--- config.mk ---
export PLATFORM = sky130hd
export DESIGN_NAME = sonar_scanner
export DESIGN_NICKNAME = d
export VERILOG_FILES = /design/src/rtl/sonar_scanner.sv
export SDC_FILE = /design/constraint.sdc
export NUM_CORES = 1
export LEC_CHECK = 0
export ABC_AREA = 0
export CORE_MARGIN = 2
export CORE_UTILIZATION = 58
export DETAILED_ROUTE_END_ITERATION = 8
export PLACE_DENSITY = 0.85
export SYNTH_ARGS = -nofsm -noshare
export SYNTH_HDL_FRONTEND = slang
export SYNTH_SLANG_ARGS = --single-unit
--- constraint.sdc ---
create_clock -name clk -period 17.3 [get_ports clk]
set_input_delay 3.46 -clock clk [delete_from_list [all_inputs] [get_ports clk]]
set_output_delay 3.46 -clock clk [all_outputs]
set_load 0.01 [all_outputs]
--- src/rtl/sonar_scanner.sv ---
// -----------------------------------------------------------------------------
// sonar_scanner
//
// Round-robin multi-channel ultrasonic ranger (HC-SR04 style). The block
// triggers one sensor at a time and measures its echo high-time in clk cycles.
// A missing rising edge or an over-long echo produces a timeout result. The
// block keeps the last result of every channel and reports the nearest valid
// channel of each complete sweep.
//
// Ports:
//   clk            system clock
//   reset          asynchronous, active-high reset
//   enable         run scanning; a low level stops the scan at the next
//                  GAP->TRIG boundary
//   echo           raw asynchronous echo inputs, one per channel
//   trig           registered trigger outputs, at most one bit high
//   active_ch      channel currently being serviced
//   result_valid   one-cycle strobe; the result_* outputs change in that cycle
//   result_ch      channel of the latest result
//   result_cycles  latest echo width in cycles (TIMEOUT_CYCLES on timeout)
//   result_timeout the latest result was a rise or width timeout
//   dist_flat      last result per channel, channel k at [k*CNT_W +: CNT_W]
//   ch_valid       channel k holds a non-timeout result
//   sweep_done     one-cycle strobe after the last channel of a sweep
//   min_ch         channel with the smallest valid result of that sweep
//   min_cycles     that smallest value, all-ones if no channel was valid
// -----------------------------------------------------------------------------
module sonar_scanner #(
  parameter int NUM_CH         = 4,
  parameter int CNT_W          = 24,
  parameter int TRIG_CYCLES    = 120,
  parameter int RISE_TIMEOUT   = 60000,
  parameter int TIMEOUT_CYCLES = 456000,
  parameter int GAP_CYCLES     = 720000,
  localparam int CH_W          = (NUM_CH > 1) ? $clog2(NUM_CH) : 1
) (
  input  logic                    clk,
  input  logic                    reset,
  input  logic                    enable,
  input  logic [NUM_CH-1:0]       echo,
  output logic [NUM_CH-1:0]       trig,
  output logic [CH_W-1:0]         active_ch,
  output logic                    result_valid,
  output logic [CH_W-1:0]         result_ch,
  output logic [CNT_W-1:0]        result_cycles,
  output logic                    result_timeout,
  output logic [NUM_CH*CNT_W-1:0] dist_flat,
  output logic [NUM_CH-1:0]       ch_valid,
  output logic                    sweep_done,
  output logic [CH_W-1:0]         min_ch,
  output logic [CNT_W-1:0]        min_cycles
);

  typedef enum logic [2:0] {
    S_IDLE,
    S_TRIG,
    S_WAIT_RISE,
    S_MEASURE,
    S_DONE,
    S_GAP
  } state_t;

  localparam logic [CNT_W-1:0] TRIG_LAST   = CNT_W'(TRIG_CYCLES - 1);
  localparam logic [CNT_W-1:0] RISE_LAST   = CNT_W'(RISE_TIMEOUT - 1);
  localparam logic [CNT_W-1:0] GAP_LAST    = CNT_W'(GAP_CYCLES - 1);
  localparam logic [CNT_W-1:0] TIMEOUT_VAL = CNT_W'(TIMEOUT_CYCLES);
  localparam logic [CH_W-1:0]  LAST_CH     = CH_W'(NUM_CH - 1);

  state_t              state, state_d;
  logic [CNT_W-1:0]    cnt, cnt_d;
  logic [CH_W-1:0]     ch_d;
  logic [NUM_CH-1:0]   echo_s1, echo_s2;
  logic                echo_sel, echo_prev;
  logic                fin, fin_to, ch_step, wrap;
  logic [CNT_W-1:0]    fin_val;
  logic [CNT_W-1:0]    run_min;
  logic [CH_W-1:0]     run_ch;

  // Echo of the serviced channel after the 2-FF synchronizer. echo_prev
  // follows it every cycle, so a level that is already high on entry to
  // WAIT_RISE never looks like a rising edge.
  assign echo_sel = echo_s2[active_ch];

  // State register.
  // NOTE: sequential state uses non-blocking assignments so every register
  // samples pre-edge values, independent of process ordering.
  always_ff @(posedge clk or posedge reset) begin
    if (reset) begin
      state <= S_IDLE;
      cnt   <= '0;
    end else begin
      state <= state_d;
      cnt   <= cnt_d;
    end
  end

  // Next state, counter and per-channel completion.
  // NOTE: every output of this block gets a default first, so no path can
  // leave a variable unassigned and infer a latch.
  always_comb begin
    state_d = state;
    cnt_d   = cnt;
    fin     = 1'b0;
    fin_to  = 1'b0;
    fin_val = cnt;
    ch_step = 1'b0;
    unique case (state)
      S_IDLE: begin
        if (enable) begin
          state_d = S_TRIG;
          cnt_d   = '0;
        end
      end
      S_TRIG: begin
        if (cnt >= TRIG_LAST) begin
          state_d = S_WAIT_RISE;
          cnt_d   = '0;
        end else begin
          cnt_d = cnt + 1'b1;
        end
      end
      S_WAIT_RISE: begin
        if (echo_sel && !echo_prev) begin
          // The rise cycle is the first high cycle of the echo.
          state_d = S_MEASURE;
          cnt_d   = CNT_W'(1);
        end else if (cnt >= RISE_LAST) begin
          state_d = S_DONE;
          fin     = 1'b1;
          fin_to  = 1'b1;
          fin_val = TIMEOUT_VAL;
        end else begin
          cnt_d = cnt + 1'b1;
        end
      end
      S_MEASURE: begin
        // The fall is tested first, so a fall exactly at TIMEOUT_CYCLES is a
        // valid measurement. The counter stops at TIMEOUT_CYCLES and never wraps.
        if (!echo_sel) begin
          state_d = S_DONE;
          fin     = 1'b1;
        end else if (cnt >= TIMEOUT_VAL) begin
          state_d = S_DONE;
          fin     = 1'b1;
          fin_to  = 1'b1;
          fin_val = TIMEOUT_VAL;
        end else begin
          cnt_d = cnt + 1'b1;
        end
      end
      S_DONE: begin
        state_d = S_GAP;
        cnt_d   = '0;
      end
      S_GAP: begin
        if (cnt >= GAP_LAST) begin
          ch_step = 1'b1;
          state_d = enable ? S_TRIG : S_IDLE;
          cnt_d   = '0;
        end else begin
          cnt_d = cnt + 1'b1;
        end
      end
      default: begin
        state_d = S_IDLE;
        cnt_d   = '0;
      end
    endcase

    wrap = ch_step && (active_ch == LAST_CH);
    ch_d = active_ch;
    if (ch_step) ch_d = wrap ? '0 : active_ch + 1'b1;
  end

  // Datapath and outputs. All outputs are registered. The fin decision is
  // latched on the edge that enters DONE, so result_valid and the result
  // registers change in the DONE cycle.
  // NOTE: the per-channel result store is reset as well, because it drives
  // outputs that must read zero straight after reset.
  always_ff @(posedge clk or posedge reset) begin
    if (reset) begin
      echo_s1        <= '0;
      echo_s2        <= '0;
      echo_prev      <= 1'b0;
      trig           <= '0;
      active_ch      <= '0;
      result_valid   <= 1'b0;
      result_ch      <= '0;
      result_cycles  <= '0;
      result_timeout <= 1'b0;
      dist_flat      <= '0;
      ch_valid       <= '0;
      sweep_done     <= 1'b0;
      min_ch         <= '0;
      min_cycles     <= '1;
      run_min        <= '1;
      run_ch         <= '0;
    end else begin
      echo_s1      <= echo;
      echo_s2      <= echo_s1;
      echo_prev    <= echo_sel;
      active_ch    <= ch_d;
      result_valid <= fin;
      sweep_done   <= wrap;

      trig <= '0;
      if (state_d == S_TRIG) trig[ch_d] <= 1'b1;

      if (fin) begin
        result_ch                             <= active_ch;
        result_cycles                         <= fin_val;
        result_timeout                        <= fin_to;
        dist_flat[active_ch*CNT_W +: CNT_W]   <= fin_val;
        ch_valid[active_ch]                   <= !fin_to;
        // Strict less-than keeps the lower channel on ties.
        if (!fin_to && (fin_val < run_min)) begin
          run_min <= fin_val;
          run_ch  <= active_ch;
        end
      end

      // On wrap, publish the sweep minimum and restart the running minimum.
      // fin and wrap are never active in the same cycle.
      if (wrap) begin
        min_ch     <= run_ch;
        min_cycles <= run_min;
        run_min    <= '1;
        run_ch     <= '0;
      end
    end
  end

endmodule

==> tab_implementation.tex <==
\begin{tabular}{lr}
\hline
Metric & Value \\
\hline
\multicolumn{2}{l}{\textbf{Outcome}} \\
Status & finished clean \\
\multicolumn{2}{l}{\textbf{Synthesis}} \\
Syn Area/Cell & 9.65 um\^{}2 \\
Register bit total from synthesis & 223 \\
Count of flip-flops with a built-in enable after synthesis & 0 \\
Sequential cell area fraction in the yosys report & 53.4\% \\
Post-synth top flop & dfrtp\_1 \\
Most area-consuming cells after synthesis & dfrtp\_1 (41\%), dfstp\_2 (12\%), o21ai\_0 (6.5\%) \\
Post-synthesis cell type with the largest combined area & dfrtp\_1 \\
Async set-or-reset flop fraction in the synthesized netlist & 100\% \\
Most repeated cell in the gate-level netlist after synthesis & dfrtp\_1 \\
Mapped Nets & 1132 \\
Area fraction of the dominant cell type after synthesis & 41.5\% \\
Cell variety after synth & 73 \\
Top cell types by occurrence after synthesis & dfrtp\_1 (175), nand2\_1 (169), o21ai\_0 (137) \\
Post-synthesis instance area & 0.0106 mm\^{}2 \\
Yosys warns & 0 \\
Post-Synthesis Cells & 1094 \\
\multicolumn{2}{l}{\textbf{Floorplanning}} \\
Effective utilization at floorplan & 59.0\% \\
Die X & 139 um \\
Number of placed I/O pins & 168 \\
Placeable core area & 0.0179 mm\^{}2 \\
Die area & 0.0193 mm\^{}2 \\
DIE HEIGHT & 139 um \\
Placement row count & 49 \\
\multicolumn{2}{l}{\textbf{Worst setup path}} \\
Chain of cells forming the critical path & nor4\_1, o311ai\_0, a31oi\_2, nand2b\_1, nand3\_1, inv\_1, ha\_1, nand3\_1, nor4\_1, nand4\_1, o221ai\_1, o21bai\_1, buf\_4, nor3\_1, a31oi\_1 \\
Number of cell instances on the worst register-to-register path & 15 \\
CP peak stage delay & 0.58 ns \\
Number of gates on the worst path with buffers counted & 15 \\
Endpoint arrival time on the critical path & 5.97 ns \\
Classification of the worst setup path & register to register \\
Required time of the critical path & 17.73 ns \\
Setup slack, reg-to-reg & 11.76 ns \\
Critical Path Fanout Max & 16 \\
Largest delay share family, worst path & simple AND/OR/NAND/NOR gates \\
Crit path launch type & register \\
Worst path bufs/invs & 2 \\
Kind of end point of the critical path & register \\
Critical Path Slowest Stage Cell & nand2b\_1 \\
\multicolumn{2}{l}{\textbf{Clock network}} \\
Number of buffers created by CTS & 23 \\
Clock-pin slew reported for the worst setup and hold paths after clock tree synthesis & 0.06 ns \\
Resize count post-CTS & 0 \\
CTS hold repair buffers & 0 \\
Clk\_lat worst skew & 0.52 ns \\
Clock tree from TritonCTS & built \\
Deepest level of the CTS H-tree & 1 \\
Num Clock Sinks & 223 \\
Maximum count of clock buffers along a single path & 3 \\
Root cell of the clock tree & clkbuf\_16 \\
Number of setup buffers added after CTS & 0 \\
\multicolumn{2}{l}{\textbf{Finish}} \\
Final antenna diode count & 0 \\
Share of final-layout standard cells stronger than drive strength 1 & 10.8\% \\
Post-layout net count & 1268 \\
Area growth from synthesis to layout & 23.7\% \\
Filler-free cell count of the finished design & 1476 \\
Filler instances & 1277 \\
Final standard cell area without fillers & 0.0131 mm\^{}2 \\
\multicolumn{2}{l}{\textbf{STA}} \\
Highest achievable clock rate & 181 MHz \\
Hold\_ws & 0.348 ns \\
Fin crit period & 5.54 ns \\
Worst rel slew slack & 16.6\% \\
Final Cycle Share & 32.0\% \\
Setup repair after global routing missed its margin & no \\
Total negative setup slack & 0 ns \\
Max-slew violation total from the final report & 0 \\
Number of failing hold endpoints at the final stage & 0 \\
Clock skew after layout & 0.0100 ns \\
Actual transition at the worst max-transition pin & 1.25 ns \\
Setup violation total in the final timing report & 0 \\
\multicolumn{2}{l}{\textbf{GRT}} \\
Pin count of the biggest net entering global routing & 144 \\
Gr ovfl total & 0 \\
Number of antenna violations at the first check in global routing & 0 \\
Via count of the first global-routing pass & 9126 \\
Met2 track demand over resource & 51.2\% \\
Met1 track demand over resource & 46.5\% \\
Met3 track utilization from global routing & 6.63\% \\
Peak-usage layer in the global routing report & met2 \\
First-pass GRT wire length & 51200 um \\
Global-route usage over all layers & 33.3\% \\
\multicolumn{2}{l}{\textbf{Detailed routing}} \\
Detailed router's first-iteration violation count & 1434 \\
Total number of vias & 9471 \\
Number of vias per cell & 6.42 \\
Routed WL & 32000 um \\
Remaining antenna violation count & 0 \\
Drt drc & 0 \\
Routed length per placed instance & 21.7 um \\
First-pass iteration count of the detailed router & 8 \\
\multicolumn{2}{l}{\textbf{Worst hold path}} \\
Cell count of the worst hold path & 0 \\
Tightest Hold Check Type & register to register \\
\multicolumn{2}{l}{\textbf{Place}} \\
\# placed instances & 1434 \\
Final weighted congestion in routability-driven placement & 1.03 \\
Total cell area at the placement stage & 0.0124 mm\^{}2 \\
Dpl hpwl & 21700 um \\
Count of input and output buffers & 167 \\
\multicolumn{2}{l}{\textbf{Power and ir drop}} \\
Final Power & 1300 uW \\
Power density relative to cell area & 99.6 mW/mm\^{}2 \\
Maximum VDD drop & 0.0791 mV \\
Leakage power summed over all cells & 0.00565 uW \\
\multicolumn{2}{l}{\textbf{Job}} \\
Max Cap Violations & 0 \\
\hline
\end{tabular}
==> through the flow <==
stage,setup slack (ns),utilization [%]
after detailed placement,11.56,69.1
after global placement,11.59,69.1
after floorplan,7.81,-
after global routing,11.53,72.9
after CTS,11.92,72.9
final,11.76,72.9
==> logic make-up after synthesis <==
kind of cell,after synthesis,share of synthesized area (%)
xor gates and xnor gates,8,0.664
and+or+nand+nor,362,15.7
AOI/OAI and AO/OA,302,18.3
buffers and inverters,140,5.29
DFF,223,53.4
muxes,28,2.96
adders and majority gates,31,3.68
==> state kept, by name, summed over array words and instances (netlist names), 4 cells and up <==
signal / flops
ch_valid: 4
cnt: 24
dist_flat: 96
echo_s1: 4
echo_s2: 4
min_cycles: 24
result_cycles: 24
run_min: 24
trig: 4
==> report_power, final <==
part / internal, uW / total, uW / switching, uW / leakage (uW)
clock: 261 / 463 / 203 / 0.000338
combinational: 95.9 / 244 / 148 / 0.00243
sequential: 562 / 592 / 30.0 / 0.00288
==> routing by layer <==
layer	vias up	share of wire [%]
met1	4512	38
li1	4129	-
met2	695	45
met5	-	0
met4	0	5.2
met3	135	11
==> layout by cell type, fill, tap and decap left out, types with 8 or more instances in the layout <==
cell | synthesis | routed
a21o_1 | 10 | 10
a21oi_1 | 19 | 19
a22o_1 | 16 | 16
a31oi_1 | 14 | 14
and3_1 | 8 | 8
buf_4 | 1 | 14
clkbuf_1 | 48 | 11
clkbuf_16 | 0 | 23
clkdlybuf4s50_1 | 0 | 167
dfrtp_1 | 175 | 175
dfstp_2 | 48 | 48
ha_1 | 31 | 31
inv_1 | 67 | 66
mux2_2 | 16 | 16
mux2i_1 | 11 | 11
nand2_1 | 169 | 169
nand2b_1 | 9 | 9
nand3_1 | 39 | 38
nand4_1 | 8 | 8
nor2_1 | 55 | 53
nor3_1 | 37 | 37
nor4_1 | 10 | 9
o211ai_1 | 19 | 19
o21ai_0 | 137 | 137
o21ai_1 | 14 | 12
o221ai_1 | 11 | 11
o22ai_1 | 8 | 8
==> path summary, 6_finish.rpt <==
check                           startpoint          endpoint
worst min register to register  echo_s1[1]        echo_s2[1]
worst max-delay path               cnt[23]        run_min[8]
worst min-delay path            echo_s1[1]        echo_s2[1]
max in group asynchronous            reset      dist_flat[1]
worst max register to register     cnt[23]        run_min[8]
min in group asynchronous            reset  result_cycles[1]
==> area by class of cell <==
| cell class | count | area (um^2) | share of cell area (%) |
|---|---|---|---|
| inverter | 70 | 270 | 2.07 |
| timing repair buffer | 181 | 1780 | 13.6 |
| tap | 229 | 287 | 2.20 |
| clock inverter | 5 | 32.5 | 0.249 |
| sequential | 223 | 5640 | 43.2 |
| multi-input combinational | 731 | 4390 | 33.6 |
| clock buffer | 37 | 658 | 5.04 |
No activity file was read; power rests on OpenSTA's default activity.
